===== src/rtl/te_pkg.sv =====
// Shared constants for the temporal encoder.
// Default delay-code width used by te and its counter.
package te_pkg;

  localparam int unsigned TE_BITS_DEF = 4;

endpackage


===== src/rtl/te_down_counter.sv =====
// Loadable down-counter for the temporal encoder.
// term_o flags the last cycle of a pending delay.
module te_down_counter
  import te_pkg::*;
#(
  parameter int unsigned BITS = TE_BITS_DEF
) (
  input  logic            clk,
  input  logic            rst,
  input  logic            load_i,
  input  logic            dec_i,
  input  logic [BITS-1:0] din_i,
  output logic [BITS-1:0] cnt_o,
  output logic            term_o
);

  logic [BITS-1:0] cnt_q;
  logic [BITS-1:0] cnt_d;

  always_comb begin
    cnt_d = cnt_q;
    if (load_i) begin
      cnt_d = din_i;
    end else if (dec_i && (cnt_q != '0)) begin
      cnt_d = cnt_q - 1'b1;
    end
  end

  always_ff @(posedge clk) begin
    if (rst) begin
      cnt_q <= '0;
    end else begin
      cnt_q <= cnt_d;
    end
  end

  assign cnt_o  = cnt_q;
  assign term_o = (cnt_q == {{(BITS-1){1'b0}}, 1'b1});

endmodule


===== src/rtl/te.sv =====
// Temporal encoder: replays each tin level change on tout
// din clock cycles after the edge that samples it.
module te
  import te_pkg::*;
#(
  parameter int unsigned BITS = TE_BITS_DEF
) (
  input  logic            clk,
  input  logic            rst,
  input  logic            tin,
  input  logic [BITS-1:0] din,
  output logic            tout
);

  logic            tout_q;
  logic            tout_d;
  logic            busy_q;
  logic            busy_d;
  logic            load;
  logic            dec;
  logic            term;
  logic [BITS-1:0] cnt;

  te_down_counter #(
    .BITS (BITS)
  ) u_cnt (
    .clk    (clk),
    .rst    (rst),
    .load_i (load),
    .dec_i  (dec),
    .din_i  (din),
    .cnt_o  (cnt),
    .term_o (term)
  );

  // tin and din are only looked at while idle
  always_comb begin
    tout_d = tout_q;
    busy_d = busy_q;
    load   = 1'b0;
    dec    = 1'b0;
    if (!busy_q) begin
      if (tin != tout_q) begin
        if (din == '0) begin
          tout_d = tin;
        end else begin
          load   = 1'b1;
          busy_d = 1'b1;
        end
      end
    end else if (term) begin
      tout_d = ~tout_q;
      busy_d = 1'b0;
    end else begin
      dec = 1'b1;
    end
  end

  always_ff @(posedge clk) begin
    if (rst) begin
      tout_q <= 1'b0;
      busy_q <= 1'b0;
    end else begin
      tout_q <= tout_d;
      busy_q <= busy_d;
    end
  end

  assign tout = tout_q;

endmodule


===== config.mk =====
export PLATFORM = sky130hd
export DESIGN_NAME = te
export DESIGN_NICKNAME = d
export VERILOG_FILES = /design/src/rtl/te_pkg.sv /design/src/rtl/te_down_counter.sv /design/src/rtl/te.sv
export SDC_FILE = /design/constraint.sdc
export NUM_CORES = 1
export LEC_CHECK = 0
export ABC_CLOCK_PERIOD_IN_PS = 4300
export CELL_PAD_IN_SITES_DETAIL_PLACEMENT = 1
export CELL_PAD_IN_SITES_GLOBAL_PLACEMENT = 1
export CORE_AREA = 2 2 39 41
export DETAILED_ROUTE_END_ITERATION = 6
export DIE_AREA = 0 0 41 43
export PLACE_DENSITY = 0.68
export SLEW_MARGIN = 40
export SYNTH_ARGS = -nofsm -noshare
export SYNTH_HDL_FRONTEND = slang
export SYNTH_HIERARCHICAL = 1
export SYNTH_SLANG_ARGS = --single-unit

===== constraint.sdc =====
create_clock -name clk -period 4.3 [get_ports clk]
set_clock_uncertainty 0.05 [all_clocks]
set_input_delay 0.86 -clock clk [delete_from_list [all_inputs] [get_ports clk]]
set_output_delay 0.86 -clock clk [all_outputs]
set_load 0.1 [all_outputs]

### After elaboration in Yosys (flattened, before gate mapping)

Cells that the tools add are included.

| storage, ports and cells | value |
|---|---|
| register bits | 6 |
| input port bits | 7 |
| output and inout port bits | 1 |
| logic and storage cells | 27 |

| operators by class | value |
|---|---|
| bitwise operators | 1 |
| reductions and logical operators | 7 |
| add/sub/neg operators | 1 |
| equality and inequality tests | 3 |
| muxes and demuxes | 12 |

Operators by type and width:

| operator | number |
|---|---|
| 1-bit two-way mux | 10 |
| 4-bit two-way mux | 2 |
| 2-bit nonzero test | 3 |
| 4-bit by 1-bit equality test with 1-bit output, second input constant | 1 |
| 4-bit logical NOT | 1 |
| 4-bit nonzero test | 1 |
| 4-bit by 1-bit subtractor with 4-bit output, second input constant | 1 |
| 3-bit AND reduction | 1 |
| 2-bit by 1-bit inequality test with 1-bit output, second input constant | 1 |
| 1-bit logical AND | 1 |
| 1-bit inequality test | 1 |
| 1-bit NOT | 1 |

### Longest topological paths before layout

| logic depth | value |
|---|---|
| depth after elaboration | 6 |
| depth in mapped cells | 7 |

### Modules after synthesis

The synthesis kept the hierarchy.

Modules (own cells, without submodules):

| module | cells each | area an instance (µm²) | instances |
|---|---|---|---|
| te_down_counter | 33 | 286.5 | 1 |
| te | 12 | 125.1 | 1 |

### Least setup slack after synthesis

OpenSTA, ideal clock, no wires.

| timing | value |
|---|---|
| kind | register to register |
| from | register tout_q (netlist: tout) |
| to | register u_cnt.cnt_q[0] (netlist: u_cnt/cnt_o[0]) |
| path buffers | 1 |
| stages on the path, launching flop included | 7 |
| setup slack | 1902 ps |
| arrival | 2221 ps |
| library setup time | 127 ps |
| path through | dfxtp_1 > xnor2_1 > nor3_2 > clkbuf_1 > nor3_1 > and3_1 > or3_1 |

| between the ends | value |
|---|---|
| word-level cells in the longest chain between the ends | 4 |
| elaborated cells between the ends (all ways) | 5 |

RTL lines:

| what | RTL line | source |
|---|---|---|
| start: declaration | te.sv:15 | `logic tout_q;` |
| start signal: assignment | te.sv:64 | `tout_q <= tout_d;` |
| 1-bit inequality test * | te.sv:43 | `if (tin != tout_q) begin` |
| 1-bit two-way mux * | te.sv:43 |  |
| 1-bit two-way mux * | te.sv:42 | `if (!busy_q) begin` |
| net load | te.sv:19 | `logic load;` |
| 4-bit two-way mux or 2-bit nonzero test (tied branches) | n/a |  |
| end signal: assignment | te_down_counter.sv:33 | `cnt_q <= cnt_d;` |
| end: declaration | te_down_counter.sv:17 | `logic [BITS-1:0] cnt_q;` |

Mark *: on every way through the listed nets, which the timed path passes. The rest lies on a longest branch.
A chain may end at the register's enable or synchronous reset.

### Worst setup path after layout

| timing | value |
|---|---|
| from | input port din[0] |
| to | register u_cnt.cnt_q[0] (netlist: u_cnt/cnt_o[0]) |

| between the ends | value |
|---|---|
| word-level cells in the longest chain between the ends | 5 |
| elaborated cells between the ends (all ways) | 6 |

RTL lines:

| what | RTL line | source |
|---|---|---|
| start: declaration | te.sv:11 | `input logic [BITS-1:0] din,` |
| 4-bit logical NOT * | te.sv:44 | `if (din == '0) begin` |
| 1-bit two-way mux * | te.sv:44 |  |
| 1-bit two-way mux * | te.sv:43 |  |
| 1-bit two-way mux * | te.sv:42 |  |
| net load | te.sv:19 |  |
| 4-bit two-way mux or 2-bit nonzero test (tied branches) | n/a |  |

Marks and branches as above.

==> results.txt <==
Net total in the final layout: 65. The tools report the routed metal-1 wire length as 492 um. Counting flops with a built-in enable in the synthesized netlist gives 0.

The post-detailed-route via-to-cell ratio was 5.61; the clock insertion delay at the later pin of the skew report was 250 ps. The logs give 0 for the count of nets left with antenna violations after detail routing and 0 for the final setup violation count. The initial cell density of the core is 29.7%, and the worst hold slack is 593 ps. In this run the cell area of the synthesized design comes to 412 um^2. The tools report the total of cells resized after clock tree synthesis as 0. In the layout the commonest cells are 6 x dfxtp_1, 6 x clkdlybuf4s50_1, 4 x nor3_1. Setup repair after global routing left no endpoint under its margin. The logs give 2350 ps for the worst-case register-to-register setup slack and 0.670 for the global placement routability congestion. The floorplan step defined a die boundary enclosing 1760 um^2. In this run the cell area measured after placement is 493 um^2. Detailed placement ended at an HPWL of 723 um. The number of antenna violations at the first check in global routing was 0. Counting every instance in the synthesized netlist gives 45.

Of all nets on the critical path, the largest fanout is 12. For the core utilization of the finished layout, the log shows 37.3%. The global route total overflow is 0, and the number of buffers inserted to repair setup after CTS is 0.

In the final layout, the share of cells above drive strength 1 is 16.7%. The analysis attributes to cell leakage a power of 0.201 nW. For this design, the slowest cell found on the critical path is nor3_2. The H-tree level count was 1. During synthesis, Yosys emitted a total of 6 warnings.

Sum of met2 wire segment lengths after detailed routing: 505 um. TritonCTS built the clock tree. The floorplan step set the die height to 43 um. Dividing the final minimum period by the clock period gives 62.4%.

The post-route cell area is 515 um^2. For this design the ratio of total power to cell area is 399 nW/um^2. The worst setup path is captured at a flop.

The tools report the number of clock sinks as 6. The number of slew-limit violations in the final report was 0; the fraction of registers with async set or reset after synthesis was 0%. The logs give 0.000107 V for the largest vdd supply drop and 0 for the hold buffer count at CTS.

The routed layout has 393 vias. Clock-pin slew was measured on the worst setup and hold paths at 50 ps. Counting tap cells, the placed design contains a total of 67 instances. The signal on the critical path passes through clkdlybuf4s50_1, nor4_2, nor3_2, nor3_1, and3_1, or3_1.

By area the synthesized netlist is led by dfxtp_1 29%, a2111oi_2 7.3%, ha_1 6.1%. The final layout contains routed wiring with a total length of 1.06 mm. The worst pin sits at a relative slew slack of 45.8%. Summed over all nets, wire length on met3 after detailed routing comes to 30 um.

Number of standard cells in the layout, taps in and fillers out: 70. The category of the worst setup path launch point is an input port. The global-route usage over all layers was 13.7%.

The die span in x was 41 um. The first global-routing pass estimated 1.58 mm of wire. Dividing the detail-routed wire length by the instance count gives 15.1 um. The number of I/O pins came out at 8. The detailed router used layers up to and including met4. Clock period minus worst slack: 2680 ps. The first routing iteration left 3 violations.

The setup path with the least slack is of type in2reg. The first-pass detailed-route iteration total was 4. In this run, synthesis produced a sequential element count of 6. Of the synthesized area, sequential elements account for 29.2%. The total area inside the core boundary comes to 1380 um^2. The initialized floorplan defines 14 standard-cell rows. The data arrival time of the critical path was 2760 ps; the number of hold violations in the final report was 0. The final total negative setup slack came out at 0 ps.

For the worst setup path, the data required time is 4380 ps. The run gives 172 as the count of fill cells added during filler insertion. At the pin with the least slew margin, the transition time is 809 ps. Entering global routing, the biggest net connects 13 pins. The relative area change from synthesis to final layout was 25.2%. After detailed routing, the number of remaining DRC violations is 0. After synthesis, the largest area contributor takes up 29.2% of total cell area. The number of nets in the synthesized netlist is 54. The tree is rooted in a clkbuf_4.

Max-cap violations in this run came to 0. Main flop type after synthesis: dfxtp_1. The worst hold path class was reg2reg. Of all cell types, the one taking the most synthesized area is dfxtp_1. For the achievable frequency, the log shows 373 MHz. Buffers placed on the I/O ports in this run total 7. The number of antenna diodes in the final layout is 0.

The run finished with clean final reports. Counting the buffers created by CTS gives 3. The worst-case clock buffer depth is 2, and the longest individual stage delay on the worst path is 660 ps.

A synthesized cell averages 9.15 um^2. In this run, distinct cell masters in the synthesized netlist total 29. The number of global-route vias before repair is 410.
## cell type report
class / instances / area, um^2 / area share [%]
repair buffers: 7 / 65.1 / 12.6
well taps: 16 / 20.0 / 3.88
multi-input cells: 35 / 277 / 53.6
flip-flops and latches: 6 / 120 / 23.3
clock buffers: 3 / 22.5 / 4.37
inverters: 3 / 11.3 / 2.18
## worst max-delay path: cells and delay by family
kind          cells  cell delay [ps]
simple gates      5             1400
buf+inv           1              500
## state kept, by name, indices dropped and copies added (netlist names)
name and flops:
tout 1, u_cnt/cnt_o 4, busy_q 1
## Yosys cell counts, drive strengths merged (2+ instances only)
cell     number
a2111oi       3
inv           3
nor2          2
nor2b         2
nand2         3
nor3          5
or3b          2
dfxtp         6
ha            2
## per-stage QoR
stage / setup WS [ps] / power [W]
after global routing: 1500 / 0.000219
after detailed placement: 1360 / 0.000149
after CTS: 1630 / 0.000209
after floorplan: 1900 / 0.000128
after global placement: 1430 / 0.000147
final: 1620 / 0.000205
## worst paths after layout
check | start | depth (start not counted) | to
setup / recovery | din[0] | 6 | u_cnt/cnt_o[0]
hold / removal | busy_q | 2 | tout
setup reg to reg | tout | 5 | u_cnt/cnt_o[0]
hold reg to reg | busy_q | 2 | tout
## logic make-up after synthesis
group | after synthesis | share of synthesized area [%]
XOR/XNOR | 1 | 2.13
adder cells (fa/ha/maj) | 2 | 6.08
buffers and inverters | 4 | 3.65
AND/OR/NAND/NOR | 23 | 38.0
flip-flops | 6 | 29.2
AO/OA/AOI/OAI | 9 | 21.0
## report_power, final
part | leakage, nW | internal [W] | switching (W)
registers | 0.0495 | 0.0000647 | 0.00000980
logic | 0.137 | 0.0000329 | 0.0000422
clock network | 0.0138 | 0.0000318 | 0.0000241
total | 0.201 | 0.000129 | 0.0000761
## metal layers
layer | global-route usage (%) | vias to the layer above
met4 | 13.3 | 0
met2 | 22.5 | 8
met5 | 0 | -
li1 | - | 192
met3 | 3.14 | 4
met1 | 12.5 | 189
No activity file was read; power rests on OpenSTA's default activity.
==> patch: new RTL, same settings <==
Change the package constant `TE_BITS_DEF` from 4 to 3.
--- a/src/rtl/te_pkg.sv
+++ b/src/rtl/te_pkg.sv
@@ -4,3 +4,3 @@
 
-  localparam int unsigned TE_BITS_DEF = 4;
+  localparam int unsigned TE_BITS_DEF = 3;
 
Interface: changed (resized din); port bits go from 8 to 7. No check against the original RTL was run, so the function may have changed too.
==> patch against the original RTL <==
Power down 6.9%; clock power is 1% lower; non-clock buffer count is 1 lower; die area is the same; design area down 9.2%; via count is 23% lower; largest cell class unchanged; sequential power is 18% lower; wire length is 27% lower; worst setup slack gained 0.27 ns; sequential cell count decreased by 1; worst hold slack lost 0.041 ns; critical path type unchanged; area after synthesis decreased by 11%.
==> patch: results (changes against the original RTL) <==
register area share after synthesis 27.3% (-1.9 points); Comb power 0.0000750 W (about the same); hold path startpoint u_cnt/cnt_o[0]; Crit path arrival time 2.49 ns (-0.27 ns); largest net degree at the start of global routing 10 (-3); RD Place Congestion 0.677 (+1.1%); syn nets 46 (-15%); Max Fanout on Critical Path 9 (-3); post-synth top area share 27.3% (-1.9 points); fin worst setup slack 1.89 ns (+0.270 ns); vias in the first global route 325 (-21%); Initial DRC Count 7 (+4); status finished, final reports clean; global-route wire length before repair 1360 um (-14%); number of flip-flops in the largest register 3 (-1); Worst R2R Setup Slack 2.50 ns (+0.15 ns); FF-to-FF path depth 7 (+2); Hold Path Sink u_cnt/cnt_o[0]; via count 302 (-23%); total global-route track usage 11.8% (-2.0 points); final cell count without fillers 63 (-10%); mean area per synthesized cell 9.91 sq um (+8.3%); VDD IR max 224 uV (+110%); Slowest Stage Delay on Critical Path 0.54 ns (-0.12 ns); Distinct cells, synth 25 (-14%); layout cell share with drive strength beyond 1 23.4% (+6.7 points); pre-CTS setup slack 1.64 ns (+0.284 ns); Port-buffer cells 6 (-1); largest cells by area after synthesis dfxtp_1 27%, ha_1 10%, a2111oi_4 7.5%; Clk pwr share 28.9% (+1.7 points); relative slew slack 56.3% (+11 points); Lkg Pwr 0.187 nW (-6.9%)
-- patch: layer usage --
layer / GRT usage, % / vias to the layer above / share of wire, %
li1: - / 157 / -
met3: 0 / 2 / 0.13
met4: 12.0 / 0 / 2.4
met1: 14.8 / 141 / 45
met5: 0 / - / 0
met2: 16.6 / 2 / 52
-- patch: critical path: cells and delay by family --
kind,cells,cell delay (ns)
compound gates,1,0.37
buf+inv,1,0.51
simple gates,3,0.74
-- patch: cell type report --
| type | count | area, sq um |
|---|---|---|
| clock buffer | 4 | 26.3 |
| fill | 165 | 916 |
| inverter | 3 | 11.3 |
| multi-input combinational | 29 | 255 |
| sequential | 5 | 100 |
| tap | 16 | 20.0 |
| timing repair buffer | 6 | 55.1 |
-- patch: logic make-up after synthesis --
family / count (synthesis) / share of synthesized area [%]
AOI/OAI and AO/OA: 9 / 24.6
xor gates and xnor gates: 1 / 2.39
adders and majority gates: 3 / 10.2
buffers and inverters: 3 / 3.07
DFF: 5 / 27.3
and+or+nand+nor: 16 / 32.4
